<file path="config.mk">
export PLATFORM = sky130hd
export DESIGN_NAME = himax_px_capture_flat
export DESIGN_NICKNAME = d
export VERILOG_FILES = /design/src/rtl/himax_cap_pkg.sv /design/src/rtl/himax_px_capture_if.sv /design/src/rtl/himax_px_packer.sv /design/src/rtl/himax_px_capture.sv /design/src/flat_wrapper.sv
export SDC_FILE = /design/constraint.sdc
export NUM_CORES = 1
export LEC_CHECK = 0
export CORE_ASPECT_RATIO = 1.5
export CORE_UTILIZATION = 68
export CTS_CLUSTER_SIZE = 14
export DETAILED_ROUTE_END_ITERATION = 10
export DONT_BUFFER_PORTS = 1
export PLACE_DENSITY = 0.85
export SLEW_MARGIN = 20
export SYNTH_ARGS = -nofsm -noshare
export SYNTH_HDL_FRONTEND = slang
export SYNTH_SLANG_ARGS = --single-unit
</file>
<file path="constraint.sdc">
create_clock -name clk -period 7.45 [get_ports clk]
set_clock_uncertainty 0.2 [all_clocks]
set_input_delay 1.49 -clock clk [delete_from_list [all_inputs] [get_ports clk]]
set_output_delay 1.49 -clock clk [all_outputs]
set_load 0.1 [all_outputs]
</file>
<file path="src/rtl/himax_cap_pkg.sv">
// rtl/himax_cap_pkg.sv - shared types and helpers for the Himax pixel capture front end
package himax_cap_pkg;

  typedef enum logic [1:0] {
    DECIM_1X = 2'd0,
    DECIM_2X = 2'd1,
    DECIM_4X = 2'd2,
    DECIM_8X = 2'd3
  } decim_e;

  typedef enum logic [1:0] {
    S_SYNC   = 2'd0,
    S_IDLE   = 2'd1,
    S_ACTIVE = 2'd2,
    S_SKIP   = 2'd3
  } state_e;

  // Sensor bus beats needed to build one 8-bit pixel.
  function automatic int beats(input int pxw);
    return 8 / pxw;
  endfunction

endpackage

</file>
<file path="src/rtl/himax_px_capture_if.sv">
// rtl/himax_px_capture_if.sv - captured pixel stream with frame/line markers
interface himax_px_capture_if;
  logic [7:0] out_data;
  logic       out_valid;
  logic       out_ready;
  logic       out_sof;
  logic       out_eol;

  modport master (output out_data, output out_valid, output out_sof, output out_eol, input out_ready);
  modport slave  (input out_data, input out_valid, input out_sof, input out_eol, output out_ready);
endinterface

</file>
<file path="src/rtl/himax_px_packer.sv">
// rtl/himax_px_packer.sv - gathers sensor beats into 8-bit pixels, one registered strobe per pixel
module himax_px_packer
  import himax_cap_pkg::*;
#(
  parameter int PXW       = 4,
  parameter bit MSB_FIRST = 1'b1
) (
  input  logic           clk,
  input  logic           rst,
  input  logic           lv,
  input  logic [PXW-1:0] pxd,
  output logic [7:0]     pix,
  output logic           pix_stb
);

  localparam int NB = beats(PXW);
  localparam int BW = (NB > 1) ? $clog2(NB) : 1;

  logic [BW-1:0] beat_q, beat_d;
  logic [7:0]    shift_q, shift_d;
  logic [7:0]    pix_q, pix_d;
  logic          stb_q, stb_d;

  always_comb begin
    beat_d  = beat_q;
    shift_d = shift_q;
    pix_d   = pix_q;
    stb_d   = 1'b0;
    if (!lv) begin
      // A line ending mid-pixel drops the partial beats.
      beat_d = '0;
    end else begin
      if (MSB_FIRST) begin
        shift_d = (shift_q << PXW) | 8'(pxd);
      end else begin
        shift_d = (shift_q >> PXW) | (8'(pxd) << (8 - PXW));
      end
      if (beat_q == BW'(NB - 1)) begin
        beat_d = '0;
        pix_d  = shift_d;
        stb_d  = 1'b1;
      end else begin
        beat_d = BW'(beat_q + 1'b1);
      end
    end
  end

  always_ff @(posedge clk) begin
    if (rst) begin
      beat_q  <= '0;
      shift_q <= '0;
      pix_q   <= '0;
      stb_q   <= 1'b0;
    end else begin
      beat_q  <= beat_d;
      shift_q <= shift_d;
      pix_q   <= pix_d;
      stb_q   <= stb_d;
    end
  end

  assign pix     = pix_q;
  assign pix_stb = stb_q;

endmodule

</file>
<file path="src/rtl/himax_px_capture.sv">
// rtl/himax_px_capture.sv - Himax sensor capture: packing, ROI crop, decimation, stream output and frame stats
module himax_px_capture
  import himax_cap_pkg::*;
#(
  parameter int PXW       = 4,
  parameter int XW        = 10,
  parameter int YW        = 10,
  parameter bit MSB_FIRST = 1'b1
) (
  input  logic                 clk,
  input  logic                 rst,
  input  logic                 px_fv,
  input  logic                 px_lv,
  input  logic [PXW-1:0]       pxd,
  input  logic                 enable,
  input  logic [1:0]           decim,
  input  logic [XW-1:0]        roi_x0,
  input  logic [XW-1:0]        roi_x1,
  input  logic [YW-1:0]        roi_y0,
  input  logic [YW-1:0]        roi_y1,
  himax_px_capture_if.master   out_if,
  output logic                 frame_done,
  output logic [15:0]          frame_cnt,
  output logic                 overflow,
  input  logic                 overflow_clr
);

  logic           fv_q, lv_q, fv_prev_q, lv_prev_q, armed_q;
  logic [PXW-1:0] pxd_q;
  state_e         state_q, state_d;
  decim_e         decim_q, decim_d;
  logic [XW-1:0]  x0_q, x0_d, x1_q, x1_d, x_q, x_d;
  logic [YW-1:0]  y0_q, y0_d, y1_q, y1_d, y_q, y_d;
  logic           sof_pend_q, sof_pend_d;
  logic [7:0]     data_q, data_d;
  logic           valid_q, valid_d, sof_q, sof_d, eol_q, eol_d;
  logic           done_q, done_d, ovf_q, ovf_d;
  logic [15:0]    fcnt_q, fcnt_d;

  logic [7:0]     pix;
  logic           pix_stb;
  logic           lv_eff, line_end, fv_rise, fv_fall;
  logic           in_win, aligned, accept, eol_hit;
  logic [XW-1:0]  x_off, x_mask;
  logic [YW-1:0]  y_off, y_mask;
  logic [XW+3:0]  x_step;

  // Frame valid dropping also terminates any line still in progress.
  assign lv_eff   = lv_q & fv_q;
  assign line_end = lv_prev_q & ~lv_eff;
  assign fv_rise  = fv_q & ~fv_prev_q;
  assign fv_fall  = ~fv_q & fv_prev_q;

  himax_px_packer #(.PXW(PXW), .MSB_FIRST(MSB_FIRST)) u_packer (
    .clk     (clk),
    .rst     (rst),
    .lv      (lv_eff),
    .pxd     (pxd_q),
    .pix     (pix),
    .pix_stb (pix_stb)
  );

  always_comb begin
    x_off   = x_q - x0_q;
    y_off   = y_q - y0_q;
    x_mask  = ~({XW{1'b1}} << decim_q);
    y_mask  = ~({YW{1'b1}} << decim_q);
    x_step  = {4'b0, x_q} + ((XW + 4)'(1) << decim_q);
    eol_hit = x_step > {4'b0, x1_q};
    in_win  = (x_q >= x0_q) && (x_q <= x1_q) && (y_q >= y0_q) && (y_q <= y1_q);
    aligned = ((x_off & x_mask) == '0) && ((y_off & y_mask) == '0);
    accept  = (state_q == S_ACTIVE) && pix_stb && in_win && aligned;
  end

  always_comb begin
    state_d    = state_q;
    decim_d    = decim_q;
    x0_d       = x0_q;
    x1_d       = x1_q;
    y0_d       = y0_q;
    y1_d       = y1_q;
    sof_pend_d = sof_pend_q;
    done_d     = 1'b0;
    fcnt_d     = fcnt_q;
    unique case (state_q)
      S_SYNC: begin
        // armed_q masks the reset value of fv_q so a frame already running at reset is skipped.
        if (armed_q && !fv_q) state_d = S_IDLE;
      end
      S_IDLE: begin
        if (fv_rise) begin
          decim_d    = decim_e'(decim);
          x0_d       = roi_x0;
          x1_d       = roi_x1;
          y0_d       = roi_y0;
          y1_d       = roi_y1;
          sof_pend_d = 1'b1;
          state_d    = enable ? S_ACTIVE : S_SKIP;
        end
      end
      S_ACTIVE: begin
        if (fv_fall) begin
          done_d  = 1'b1;
          fcnt_d  = fcnt_q + 16'd1;
          state_d = S_IDLE;
        end
      end
      S_SKIP: begin
        if (fv_fall) state_d = S_IDLE;
      end
      default: state_d = S_SYNC;
    endcase
    if (accept) sof_pend_d = 1'b0;
  end

  always_comb begin
    x_d = x_q;
    y_d = y_q;
    if (line_end) x_d = '0;
    else if (pix_stb && (x_q != '1)) x_d = x_q + 1'b1;
    if (fv_rise) y_d = '0;
    else if (line_end && (y_q != '1)) y_d = y_q + 1'b1;
  end

  always_comb begin
    data_d  = data_q;
    valid_d = valid_q;
    sof_d   = sof_q;
    eol_d   = eol_q;
    ovf_d   = ovf_q;
    if (accept && (!valid_q || out_if.out_ready)) begin
      data_d  = pix;
      sof_d   = sof_pend_q;
      eol_d   = eol_hit;
      valid_d = 1'b1;
    end else if (valid_q && out_if.out_ready) begin
      valid_d = 1'b0;
    end
    // The sensor cannot be stalled: a pixel arriving behind a held one is lost.
    if (accept && valid_q && !out_if.out_ready) ovf_d = 1'b1;
    else if (overflow_clr) ovf_d = 1'b0;
  end

  always_ff @(posedge clk) begin
    if (rst) begin
      fv_q       <= 1'b0;
      lv_q       <= 1'b0;
      pxd_q      <= '0;
      fv_prev_q  <= 1'b0;
      lv_prev_q  <= 1'b0;
      armed_q    <= 1'b0;
      state_q    <= S_SYNC;
      decim_q    <= DECIM_1X;
      x0_q       <= '0;
      x1_q       <= '0;
      y0_q       <= '0;
      y1_q       <= '0;
      x_q        <= '0;
      y_q        <= '0;
      sof_pend_q <= 1'b0;
      data_q     <= '0;
      valid_q    <= 1'b0;
      sof_q      <= 1'b0;
      eol_q      <= 1'b0;
      done_q     <= 1'b0;
      fcnt_q     <= '0;
      ovf_q      <= 1'b0;
    end else begin
      fv_q       <= px_fv;
      lv_q       <= px_lv;
      pxd_q      <= pxd;
      fv_prev_q  <= fv_q;
      lv_prev_q  <= lv_eff;
      armed_q    <= 1'b1;
      state_q    <= state_d;
      decim_q    <= decim_d;
      x0_q       <= x0_d;
      x1_q       <= x1_d;
      y0_q       <= y0_d;
      y1_q       <= y1_d;
      x_q        <= x_d;
      y_q        <= y_d;
      sof_pend_q <= sof_pend_d;
      data_q     <= data_d;
      valid_q    <= valid_d;
      sof_q      <= sof_d;
      eol_q      <= eol_d;
      done_q     <= done_d;
      fcnt_q     <= fcnt_d;
      ovf_q      <= ovf_d;
    end
  end

  assign out_if.out_data  = data_q;
  assign out_if.out_valid = valid_q;
  assign out_if.out_sof   = sof_q;
  assign out_if.out_eol   = eol_q;
  assign frame_done       = done_q;
  assign frame_cnt        = fcnt_q;
  assign overflow         = ovf_q;

endmodule

</file>
<file path="src/flat_wrapper.sv">
// flat-port wrapper written by rule: the top's interface ports become plain ports
module himax_px_capture_flat import himax_cap_pkg::*;
#(
  parameter int PXW       = 4,
  parameter int XW        = 10,
  parameter int YW        = 10,
  parameter bit MSB_FIRST = 1'b1
)
  (clk, rst, px_fv, px_lv, pxd, enable, decim, roi_x0, roi_x1, roi_y0, roi_y1, frame_done, frame_cnt, overflow, overflow_clr, out_if_out_data, out_if_out_valid, out_if_out_sof, out_if_out_eol, out_if_out_ready);
  himax_px_capture_if out_if_i ();
  input  logic clk;
  input  logic rst;
  input  logic px_fv;
  input  logic px_lv;
  input  logic [PXW-1:0] pxd;
  input  logic enable;
  input  logic [1:0] decim;
  input  logic [XW-1:0] roi_x0;
  input  logic [XW-1:0] roi_x1;
  input  logic [YW-1:0] roi_y0;
  input  logic [YW-1:0] roi_y1;
  output logic frame_done;
  output logic [15:0] frame_cnt;
  output logic overflow;
  input  logic overflow_clr;
  output wire logic [$bits(out_if_i.out_data)-1:0] out_if_out_data;
  output wire logic [$bits(out_if_i.out_valid)-1:0] out_if_out_valid;
  output wire logic [$bits(out_if_i.out_sof)-1:0] out_if_out_sof;
  output wire logic [$bits(out_if_i.out_eol)-1:0] out_if_out_eol;
  input wire logic [$bits(out_if_i.out_ready)-1:0] out_if_out_ready;
  assign out_if_out_data = out_if_i.out_data;
  assign out_if_out_valid = out_if_i.out_valid;
  assign out_if_out_sof = out_if_i.out_sof;
  assign out_if_out_eol = out_if_i.out_eol;
  assign out_if_i.out_ready = out_if_out_ready;
  himax_px_capture #(.PXW(PXW), .XW(XW), .YW(YW), .MSB_FIRST(MSB_FIRST)) u_core (.clk(clk), .rst(rst), .px_fv(px_fv), .px_lv(px_lv), .pxd(pxd), .enable(enable), .decim(decim), .roi_x0(roi_x0), .roi_x1(roi_x1), .roi_y0(roi_y0), .roi_y1(roi_y1), .out_if(out_if_i), .frame_done(frame_done), .frame_cnt(frame_cnt), .overflow(overflow), .overflow_clr(overflow_clr));
endmodule
</file>
* Word level (Yosys, flattened, before mapping)
Index checks and enable logic that the tools add are counted.
Cells by class: $add $sub $neg 7, order comparisons 5, equality and inequality tests 8, shift operators 2, mux-type cells 12, bitwise gates (word level) 12, reduce and logical (&&, ||, !) cells 34
Operators by type and width (count):
- adder 10 x 1 -> 10 bit, second input constant | 2
- AND 10 bit | 2
- greater-or-equal comparator 10 bit | 2
- <= comparator 10 bit | 2
- zero test 10 bit | 2
- != test 10 bit, second input constant | 2
- subtractor 10 bit | 2
- adder 16 x 1 -> 16 bit, second input constant | 1
- adder 10 x 14 -> 14 bit | 1
- greater-than comparator 14 x 10 -> 1 bit | 1
- logical AND 1 bit | 14
- left shift 1 x 2 -> 14 bit, first input constant | 1
- OR reduction 2 bit | 6
- NOT 10 bit | 1
- left shift 10 x 2 -> 10 bit, first input constant | 1
- 2-to-1 mux 1 bit | 8
- bitwise OR 8 x 4 -> 8 bit | 1
- 2-to-1 mux 2 bit | 3
- != test 2 x 1 -> 1 bit, second input constant | 3
- case mux 2 bit (3 select lines) | 1
- AND reduction 2 bit | 3
- AND 1 bit | 4
- == test 2 bit, second input constant | 2
- NOT 1 bit | 4
- other kinds (8) | 11
Storage, ports and cells: register bits 117, input port bits 53, output and inout bits 29, word-level logic and storage cells 106

* Depth between registers and ports, before layout
depth in word-level cells 9, mapped depth 15, mapped depth without buffers 15

* Modules after synthesis
A second synthesis with hierarchy kept.
Second synthesis, totals: cell total of the unflattened synthesis 706, area total of the unflattened synthesis 6019.5 µm²
By module, submodules not included:
- himax_px_capture | instances 1, cells each 652, area an instance 5429.0 µm², sequential area each 2062.0 µm²
- himax_px_packer | instances 1, cells each 54, area an instance 590.6 µm², sequential area each 280.3 µm²

* Worst setup path after synthesis
No wires, ideal clock.
kind reg-to-reg, start point reg u_core.decim_q[0], end point reg u_core.eol_q (netlist: u_core.out_if.out_eol), setup time 0.086 ns, data arrival time 2.805 ns, data required time 7.164 ns, setup slack 4.360 ns, stages on the path, launching flop included 16, path buffers 0, period minus slack after synthesis 3.090 ns, path through dfxtp_1 > nor2b_1 > ha_1 > a21o_1 > a21oi_1 > nor2b_1 > o21ai_0 > nor2_1 > xor2_1 > ha_1 > o21ai_0 > o21ai_0 > nor2_1 > a211oi_1 > a31oi_1 > a211oi_1
On the way: word-level cells in the longest chain between the ends 7, elaborated cells between the ends (all ways) 12, those cells by class add/sub: 1; order compare: 1; shift: 2; bitwise: 3; reduce/logical: 5
Ends and longest elaborated chain:
- from (decl) | line himax_px_capture.sv:31 | decim_e decim_q, decim_d;
- from (signal assigned) | line himax_px_capture.sv:176 | decim_q <= decim_d;
- parallel branches: the longest is 7 deep, another holds adder 10 x 14 -> 14 bit
- to (signal assigned) | line himax_px_capture.sv:187 | eol_q <= eol_d;
- to (decl) | line himax_px_capture.sv:36 | logic valid_q, valid_d, sof_q, sof_d, eol_q, eol_d;
Several ways; the timed one is not identified. A chain may end at the register's enable or synchronous reset.

* Worst setup path after layout
Ends and elaborated chain as after synthesis.

==> out/qor.log <==
[floorplanning] die extent in y 115 um
[sta] top achievable clock speed 275 MHz
[cts] Root Buffer clkbuf_16
[sta] Max transition margin 0.279
[yosys] cell taking the most area after synthesis dfxtp_1
[finish] Layout Cell Area excl Fill 6440 um2
[sta] worst slew pin tran 1.08 ns
[finish] Post-Route Utilization 0.771
[worst_setup_path] critical path class reg2reg
[floorplanning] DIE WIDTH 77.6 um
[grt] GRT Total Usage 0.316
[yosys] synthesized-area fraction occupied by adder cells 0.132
[yosys] top-area cell type share of the netlist area 0.401
[worst_setup_path] reg2reg end u_core.out_if.out_eol
[grt] first-pass GRT wire length 21.8 mm
[finish] register area 2340 um2
[yosys] dominant combinational cell family by area after synthesis simple AND/OR/NAND/NOR gates
[floorplanning] starting density of the core 0.698
[cts] clock buffers created by TritonCTS 17
[placement] final RePlAce weighted congestion 0.884
[grt] number of global-route vias before repair 4934
[yosys] syn nets 822
[cts] post-cts resize count 0
[grt] total congestion overflow 0
[sta] number of failing hold endpoints at the final stage 0
[cts] worst-case clock buffer depth 2
[worst_setup_path] required time reported for the critical path endpoint 7.57 ns
[worst_setup_path] arrival time of data at the critical path endpoint 3.75 ns
[yosys] portion of the post-synthesis area used by sequential elements 0.401
[worst_setup_path] maximum net fanout on the critical path 5
[yosys] async set or reset register ratio after synthesis 0
[sta] post-layout min period 3.63 ns
[sta] accumulated negative setup slack 0 ns
[cts] Worst-Skew Late Latency 0.42 ns
[cts] clock transition time at the flip-flop clock pins of the worst setup and hold paths 0.06 ns
[placement] placed cell area 5870 um2
[placement] final HPWL from detailed placement 9.37 mm
[floorplanning] number of top-level pins 82
[cts] deepest level of the CTS H-tree 4
[detailed_routing] number of DRC violations after detailed routing 0
[yosys] fraction of synthesized area in multiplexers 0.00857
[yosys] Cell Area, Synth 5840 um2
[worst_hold_path] Worst Hold Path EP u_core.u_packer.beat_q
[yosys] synthesis-stage register bit count 117
[status] run status complete, no violations
[finish] proportion of layout cells with a drive suffix above 1 0.0519
[detailed_routing] vias 4848
[detailed_routing] first-iteration detailed-routing DRC count 275
[worst_hold_path] cell depth of the worst hold path 1
[sta] endpoints failing setup 0
[yosys] number of instances in the synthesized netlist 709
[detailed_routing] TritonRoute pass-1 iters 5
[floorplanning] number of placement rows 41
[yosys] parity-gate share of the synthesized area counting xor and xnor cells 0.0570
[cts] hold-fix buffer count after cts 0
[detailed_routing] Via-to-Cell Ratio 5.91
[worst_setup_path] number of cells on the worst reg-to-reg path 15
[finish] final-stage net count 813
[sta] number of slew-limit violations in the final report 0
[cts] postcts setup bufs 0
[power_and_ir_drop] pwr dens 231 nW/um2
[floorplanning] Die Footprint 8970 um2
[worst_hold_path] hold path startpoint u_core.u_packer.beat_q
[worst_setup_path] element type at the critical path start flop
[detailed_routing] count of nets left with antenna violations after detail routing 0
[cts] CTS tree yes
[yosys] count leader, synth nand2_1
[worst_setup_path] Critical Path End Type flop
[yosys] Post-Synthesis Mean Instance Area 8.23 um2
[finish] footprint of the multi-input gates 3180 um2
[detailed_routing] Routed Wire Length 13.4 mm
[power_and_ir_drop] leakage component of the power 0.00242 uW
[worst_setup_path] worst flop-to-flop path startpoint u_core.decim_q[0]
[power_and_ir_drop] Pwr Total 1490 uW
[grt] largest net degree at the start of global routing 95
[yosys] post-synthesis compound-gate area fraction 0.137
[yosys] cells taking the most area after synthesis dfxtp_1 40%, ha_1 12%, nand2_1 8.2%
[yosys] number of warnings issued by yosys 0
[finish] count of fill cells added during filler insertion 603
[cts] Num Clock Sinks 117
[finish] ANT cells 0
[grt] number of antenna violations at the first check in global routing 0
[power_and_ir_drop] highest ir drop seen on vdd 0.192 mV
[placement] number of buffers inserted by port buffering 0
[detailed_routing] routed length per placed instance 16.3 um
[yosys] most instantiated flip-flop cell in the synthesis netlist dfxtp_1
[yosys] most used standard cells in the synthesized netlist 128 x nand2_1, 117 x dfxtp_1, 80 x a21oi_1, 57 x ha_1, 56 x inv_1
[sta] fin crit share 0.487
[yosys] number of enable-type register cells in the synthesized netlist 0
[finish] relative area change from synthesis to final layout 10.4%
[sta] setup repair after global routing missed its margin no
[yosys] Distinct cells, synth 42
[worst_hold_path] worst min-delay path category reg2reg
[floorplanning] floorplan core area 8360 um2
[run] Max-cap violations 0
[yosys] simple logic cell fraction of the synthesized area 0.208
[worst_setup_path] internal reg-to-reg setup slack 3.82 ns
-- stage by stage --
stage	std cells	hold WS [ns]	setup WS [ns]
CTS	820	0.235	3.90
floorplan	709	0.208	4.36
global placement	788	0.221	4.18
global route	820	0.253	3.53
finish	820	0.233	3.82
detailed placement	788	0.226	3.90
-- kinds of logic after synthesis --
family,after synthesis
adders and majority gates,60
muxes,5
xor gates and xnor gates,38
DFF,117
AOI/OAI and AO/OA,140
buffers and inverters,85
and+or+nand+nor,264
-- placed cells by master (no fill, tap or decap), types with 13 or more instances in the layout --
cell type / n
xnor2_1: 13
inv_1: 56
nand3_1: 13
xor2_1: 25
nor2b_1: 15
dfxtp_1: 117
nand2_1: 128
a21oi_1: 80
nor2_1: 49
ha_1: 57
or3_1: 13
o21ai_0: 17
nand4_1: 22
clkbuf_16: 17
-- where the power goes --
part	leakage (uW)	internal, uW	switching (uW)	total (uW)
Clock	0.000272	478	305	784
Combinational	0.00120	23.8	40.3	64.0
Sequential	0.000946	635	7.23	643
Total	0.00242	1140	353	1490
-- area by class of cell --
type                    instances  area share
clock buffers                  19      0.0703
clock inverters                13      0.0190
inverters                      56      0.0326
multi-input cells             507       0.493
flip-flops and latches        117       0.363
well taps                     107      0.0208
repair buffers                  1     0.00116
-- how the worst max path moves through the flow --
stage / from / endpoint / slack [ns] / cells after the start
finish: u_core.decim_q[0] / u_core.out_if.out_eol / 3.82 / 15
global route: u_core.decim_q[0] / u_core.out_if.out_eol / 3.53 / 15
CTS: u_core.decim_q[0] / u_core.out_if.out_eol / 3.90 / 15
detailed placement: u_core.decim_q[0] / u_core.out_if.out_eol / 3.90 / 15
global placement: u_core.decim_q[0] / u_core.out_if.out_eol / 4.18 / 15
floorplan: u_core.decim_q[0] / u_core.out_if.out_eol / 4.36 / 15
-- sequential cells by signal, summed over array words and instances (netlist names), 2 cells and up --
name / count
u_core.x0_q: 10
u_core.x1_q: 10
u_core.y_q: 10
u_core.state_q: 2
u_core.y1_q: 10
u_core.u_packer.shift_q: 4
u_core.y0_q: 10
u_core.frame_cnt: 16
u_core.pxd_q: 4
u_core.out_if.out_data: 8
u_core.decim_q: 2
u_core.u_packer.pix: 8
u_core.x_q: 10
-- routing by layer --
metal	part of all wire	track usage	routed length, um	vias up
met5	0	0	0	-
met4	0.035	0.190	470	0
met3	0.049	0.0858	659	48
met2	0.55	0.593	7350	155
met1	0.37	0.306	4910	2269
li1	-	-	-	2376
-- worst max-delay path, stage by stage (launching register included) --
cell and delay (ns):
dfxtp_1 0.38, nor2b_1 0.24, ha_1 0.26, a21o_1 0.16, a21oi_1 0.21, nor2b_1 0.06
o21ai_0 0.32, nor2_1 0.12, xor2_1 0.16, ha_1 0.30, o21ai_0 0.09, o21ai_0 0.27
nor2_1 0.07, a211oi_1 0.32, a31oi_1 0.09, a211oi_1 0.27
Note: power is estimated with default switching activity, not from simulation.
